==> config.mk <==
export PLATFORM = sky130hd
export DESIGN_NAME = prbs_gen_par_flat
export DESIGN_NICKNAME = d
export VERILOG_FILES = /design/src/rtl/prbs_gen_par_if.sv /design/src/rtl/prbs_gen_par.sv /design/src/flat_wrapper.sv
export SDC_FILE = /design/constraint.sdc
export NUM_CORES = 1
export LEC_CHECK = 0
export CORE_MARGIN = 3
export CORE_UTILIZATION = 35
export CTS_BUF_LIST = sky130_fd_sc_hd__clkbuf_8
export DETAILED_ROUTE_END_ITERATION = 12
export PLACE_DENSITY_LB_ADDON = 0.15
export SETUP_SLACK_MARGIN = 0.2
export SYNTH_ARGS = -nofsm -noshare
export SYNTH_HDL_FRONTEND = slang
export SYNTH_SLANG_ARGS = --single-unit
==> constraint.sdc <==
create_clock -name prbs_clk -period 6.58 [get_ports prbs_clk]
set_clock_uncertainty 0.1 [all_clocks]
set_input_delay 1.316 -clock prbs_clk [delete_from_list [all_inputs] [get_ports prbs_clk]]
set_output_delay 1.316 -clock prbs_clk [all_outputs]
set_load 0.03 [all_outputs]
==> src/rtl/prbs_gen_par_if.sv <==
// Handshake/data bundle for the parallel PRBS generator.
// The master drives control and seed; the slave returns the PRBS word and its valid flag.
interface prbs_gen_par_if #(
   parameter int unsigned W = 8
);
   logic          trig_en;
   logic          seed_load;
   logic [2:0]    prbs_mode;
   logic [30:0]   seed_in;
   logic          err_inj;
   logic [W-1:0]  prbs_out;
   logic          dout_valid;

   modport master (
      output trig_en, seed_load, prbs_mode, seed_in, err_inj,
      input  prbs_out, dout_valid
   );

   modport slave (
      input  trig_en, seed_load, prbs_mode, seed_in, err_inj,
      output prbs_out, dout_valid
   );
endinterface

==> src/rtl/prbs_gen_par.sv <==
// Parallel Fibonacci PRBS generator: W bits per enabled cycle, run-time selectable order
// (7/9/15/23/31), seed load with lock-up protection, and single-shot bit-0 error injection.
module prbs_gen_par #(
   parameter int unsigned W            = 8,
   parameter int unsigned MODE_DEFAULT = 2
) (
   input  logic           prbs_clk,
   input  logic           prbs_rst_n,
   prbs_gen_par_if.slave  bus
);
   localparam int unsigned SW = 31;

   logic [SW-1:0] lfsr_r;
   logic [2:0]    mode_r;
   logic          err_pend_r;

   logic [SW-1:0] step_c;
   logic [W-1:0]  word_c;
   logic [SW-1:0] seed_c;
   logic          err_now_c;

   // Register length n for a mode; unsupported codes fall back to PRBS15.
   function automatic logic [4:0] order_n(input logic [2:0] m);
      case (m)
         3'd0:    order_n = 5'd7;
         3'd1:    order_n = 5'd9;
         3'd3:    order_n = 5'd23;
         3'd4:    order_n = 5'd31;
         default: order_n = 5'd15;
      endcase
   endfunction

   // Second feedback tap k for a mode.
   function automatic logic [4:0] tap_k(input logic [2:0] m);
      case (m)
         3'd0:    tap_k = 5'd6;
         3'd1:    tap_k = 5'd5;
         3'd3:    tap_k = 5'd18;
         3'd4:    tap_k = 5'd28;
         default: tap_k = 5'd14;
      endcase
   endfunction

   // W serial steps unrolled; bits of the state above n-1 never reach a tap.
   always_comb begin
      logic [SW-1:0] s;
      logic [4:0]    n;
      logic [4:0]    k;
      logic          fb;
      s      = lfsr_r;
      n      = order_n(mode_r);
      k      = tap_k(mode_r);
      fb     = 1'b0;
      word_c = '0;
      for (int unsigned i = 0; i < W; i++) begin
         fb                = s[n - 5'd1] ^ s[k - 5'd1];
         word_c[W - 1 - i] = fb;
         s                 = {s[SW-2:0], fb};
      end
      step_c = s;
   end

   // Seed as loaded, replaced by all ones when its low n bits are zero.
   always_comb begin
      logic [4:0]    ln;
      logic [SW-1:0] mask;
      ln     = order_n(bus.prbs_mode);
      mask   = (SW'(1) << ln) - SW'(1);
      seed_c = ((bus.seed_in & mask) == '0) ? '1 : bus.seed_in;
   end

   assign err_now_c = err_pend_r | bus.err_inj;

   always_ff @(posedge prbs_clk or negedge prbs_rst_n) begin
      if (!prbs_rst_n) begin
         lfsr_r         <= '1;
         mode_r         <= 3'(MODE_DEFAULT);
         err_pend_r     <= 1'b0;
         bus.prbs_out   <= '0;
         bus.dout_valid <= 1'b0;
      end else if (bus.seed_load) begin
         lfsr_r         <= seed_c;
         mode_r         <= bus.prbs_mode;
         err_pend_r     <= err_now_c;
         bus.dout_valid <= 1'b0;
      end else if (bus.trig_en) begin
         lfsr_r         <= step_c;
         err_pend_r     <= 1'b0;
         bus.prbs_out   <= word_c ^ W'(err_now_c);
         bus.dout_valid <= 1'b1;
      end else begin
         err_pend_r     <= err_now_c;
         bus.dout_valid <= 1'b0;
      end
   end
endmodule

==> src/flat_wrapper.sv <==
// flat-port wrapper written by rule: the top's interface ports become plain ports
module prbs_gen_par_flat 
#(
   parameter int unsigned W            = 8,
   parameter int unsigned MODE_DEFAULT = 2
)
  (prbs_clk, prbs_rst_n, bus_trig_en, bus_seed_load, bus_prbs_mode, bus_seed_in, bus_err_inj, bus_prbs_out, bus_dout_valid);
  prbs_gen_par_if #(.W(W)) bus_i ();
  input  logic prbs_clk;
  input  logic prbs_rst_n;
  input wire logic [$bits(bus_i.trig_en)-1:0] bus_trig_en;
  input wire logic [$bits(bus_i.seed_load)-1:0] bus_seed_load;
  input wire logic [$bits(bus_i.prbs_mode)-1:0] bus_prbs_mode;
  input wire logic [$bits(bus_i.seed_in)-1:0] bus_seed_in;
  input wire logic [$bits(bus_i.err_inj)-1:0] bus_err_inj;
  output wire logic [$bits(bus_i.prbs_out)-1:0] bus_prbs_out;
  output wire logic [$bits(bus_i.dout_valid)-1:0] bus_dout_valid;
  assign bus_i.trig_en = bus_trig_en;
  assign bus_i.seed_load = bus_seed_load;
  assign bus_i.prbs_mode = bus_prbs_mode;
  assign bus_i.seed_in = bus_seed_in;
  assign bus_i.err_inj = bus_err_inj;
  assign bus_prbs_out = bus_i.prbs_out;
  assign bus_dout_valid = bus_i.dout_valid;
  prbs_gen_par #(.W(W), .MODE_DEFAULT(MODE_DEFAULT)) u_core (.prbs_clk(prbs_clk), .prbs_rst_n(prbs_rst_n), .bus(bus_i));
endmodule
==> impl_metrics.json <==
{
  "status": "finished, final reports clean",
  "clockRootBuffer": "clkbuf_8",
  "hold_violations": 0,
  "cts_resized": 0,
  "antenna_found_initial": 0,
  "syn-cell-area_um2": 5026,
  "drt_wl_total_mm": 18.60,
  "slew_headroom": 0.3625,
  "chipHeight_um": 125.8,
  "crit_path_end": "u_core.bus.prbs_out[0]",
  "cp-startpoint": "u_core.mode_r[2]",
  "p_int_uw": 873.3,
  "fmax_mhz": 170.5,
  "avgRoutedWirePerCell_um": 22.94,
  "critical_path_buf_inv_count": 2,
  "cts_post_setup_buffers_inserted": 0,
  "cts_tree": "yes",
  "worstHoldStart": "u_core.bus.prbs_out[2]",
  "r2r_slack_ns": 0.71,
  "path_delay_family": "compound AO/OA/AOI/OAI gates",
  "cts.path.max_buffers": 2,
  "globalRouteTotalUtil": 0.2324,
  "p_clk_frac": 0.142,
  "final_nets": 671,
  "synth_top_family_by_area": "compound AO/OA/AOI/OAI gates",
  "final_cell_area_um2": 5796,
  "p_seq_frac": 0.270,
  "synth_cells": 612,
  "critPathMaxStageDelay_ns": 0.52,
  "area_growth_pct": 15.31,
  "start_util": 0.3593,
  "cp.required_ns": 6.70,
  "setup_viol": 0,
  "clock_sinks": 44,
  "grt_first_pass_wirelength_mm": 29.44,
  "drc": 0,
  "crit_type": "flip-flop to flip-flop",
  "ys_seq_area_frac": 0.2270,
  "synth_xor_area_frac": 0.02240,
  "synth.area.top_cells": "dfstp_2, mux4_2, mux2_2",
  "clock_latency_ns": 0.30,
  "synth_edf_count": 0,
  "drtIter0Drc": 480,
  "final_layout_size_suffix_gt1_frac": 0.2044,
  "drt_first_pass_iters": 6,
  "yosys-mux-area-fraction": 0.2054,
  "grt_max_degree": 51,
  "endpoint_kind": "flip-flop",
  "ant_nets": 0,
  "synth_compound_area_frac": 0.2562,
  "syn_area_per_cell_um2": 8.213,
  "yosys_warnings": 0,
  "grt.overflow.total": 0,
  "yosys.area.top_type": "dfstp_2",
  "max_cap_viol_count": 0,
  "routed_via_density": 6.441,
  "powerDensity_nw_per_um2": 276.4,
  "switchingPower_uw": 728.6,
  "ys.flop_type": "dfstp_2",
  "io_pins": 48,
  "antennaDiodeCount": 0,
  "reg2reg_to": "u_core.bus.prbs_out[0]",
  "io_buffers": 47,
  "fp.dieArea_um2": 15830,
  "path_cells": "nor3b_4 > inv_2 > ha_2 > buf_12 > mux2i_1 > nor2_1 > a31o_1 > a221o_1 > xor2_1 > o211a_1 > a311o_1 > o31ai_2 > o2111ai_1 > or3b_1 > a221o_1 > a311o_1 > a31oi_1 > a222oi_1 > a31o_1 > a31oi_1",
  "rsz0062_at_grt": "no",
  "fin_setup_tns_ns": 0,
  "cp_slowest_cell": "ha_2",
  "htree_levels": 2,
  "gp_congestion": 0.9716,
  "row_count": 43,
  "core_um2": 13990,
  "hpwlAfterDp_mm": 13.65,
  "worst_ep_arrival_time_ns": 5.99,
  "clkSlewWorstSetupHoldPaths_ns": 0.08,
  "yosysMostFrequentCell": "nand2_1",
  "finalPower_mw": 1.602,
  "post_dp_cell_area_um2": 5669,
  "pwr-share-comb": 0.588,
  "async_reset_ff_frac": 1.000,
  "hp-class": "flip-flop to flip-flop",
  "cp-start-kind": "flip-flop",
  "synth_fa_ha_area_frac": 0.004979,
  "swShare": 0.4548,
  "p_leak_nw": 2.160,
  "die_w_um": 125.8,
  "ys_types": 77,
  "finalMaxSlewViolations": 0,
  "grt_pass1_vias": 5193,
  "syn-num-nets": 653,
  "path_depth": 20,
  "peakVddDrop_uv": 168.0,
  "period_needed_ns": 5.866,
  "postCtsHoldBufs": 0,
  "synthSimpleGateAreaFrac": 0.2275,
  "worstPathMaxFanout": 46,
  "synth_top_area_frac": 0.1673,
  "timing.rr.start": "u_core.mode_r[2]",
  "worst-r2r-cell-count": 20,
  "tightestPinTransition_ns": 0.9562,
  "cts_buffers": 5,
  "ys_top_cells_by_count": "nand2_1, nor2_1, clkbuf_1, a21oi_1, o21ai_0",
  "finalCritPeriodShare": 0.8914,
  "vias": 5224,
  "ys_ff_latch": 44
}
power by group through the flow:
stage | Clock (mW) | Combinational (mW) | Sequential [mW]
floorplan | 0 | 0.630 | 0.414
global placement | 0 | 0.930 | 0.434
detailed placement | 0 | 0.925 | 0.435
CTS | 0.232 | 0.930 | 0.430
global route | 0.244 | 1.02 | 0.439
finish | 0.227 | 0.942 | 0.433
sequential cells by signal (all words and copies together) (netlist names):
name	count
u_core.lfsr_r	31
u_core.mode_r	3
u_core.bus.prbs_out	8
u_core.err_pend_r	1
u_core.bus.dout_valid	1
layout make-up:
type                    count  area (um2)
fillers                  1459        8193
multi-input cells         501        3633
flip-flops and latches     44        1141
repair buffers             67       628.1
well taps                 180       225.2
clock buffers               7       96.34
inverters                  11       41.29
clock inverters             1       30.03
cell usage in the layout, fill, tap and decap left out, types with 6 or more instances in the layout:
cell type / instances
a31oi_1: 11
clkdlybuf4s50_1: 46
buf_4: 19
o22ai_1: 8
nor2_1: 44
mux2_2: 31
dfstp_2: 32
clkbuf_8: 7
dfrtp_1: 12
inv_1: 10
o211ai_1: 8
nor4_1: 8
mux4_2: 16
or3_1: 6
xnor2_1: 6
o21ai_0: 33
nand4_1: 6
o22a_1: 31
a21oi_1: 33
mux2i_1: 27
nor3_1: 21
nand2_1: 76
nand3_1: 25
nor2b_1: 7
worst min-delay path by stage:
stage                                  end  slack [ns]  cells past startpoint
floorplan                u_core.err_pend_r        0.36                      2
global placement    u_core.bus.prbs_out[7]        0.37                      2
detailed placement  u_core.bus.prbs_out[2]        0.37                      2
CTS                 u_core.bus.prbs_out[2]        0.39                      2
global route        u_core.bus.prbs_out[2]        0.40                      2
finish              u_core.bus.prbs_out[2]        0.39                      2
per-layer routing:
| layer | wire length, um | vias up | GRT usage |
|---|---|---|---|
| li1 | - | 2382 | - |
| met3 | 1491 | 44 | 0.03478 |
| met2 | 8225 | 275 | 0.3578 |
| met4 | 840 | 0 | 0.1041 |
| met5 | 0 | - | 0 |
| met1 | 8047 | 2523 | 0.3237 |
cells by family after synthesis:
logic type,after synthesis
compound gates,180
xor+xnor,12
fa+ha+maj,2
buf+inv,67
flops,44
mux,76
other cells,1
simple gates,230
stage by stage:
stage | setup slack, ns | hold WS (ns) | std cells | util
after floorplan | 0.2118 | 0.3575 | 612 | -
after global placement | 0.9004 | 0.3692 | 803 | 0.4053
after detailed placement | 0.7859 | 0.3719 | 803 | 0.4053
after CTS | 0.7349 | 0.3910 | 811 | 0.4143
after global routing | 0.2987 | 0.4039 | 811 | 0.4143
final | 0.7143 | 0.3868 | 811 | 0.4143
tightest hold or removal path, stage by stage (launching register included):
cell     delay (ns)
dfrtp_1        0.35
nand2_1        0.05
nand2_1        0.05
No activity file was read; power rests on OpenSTA's default activity.
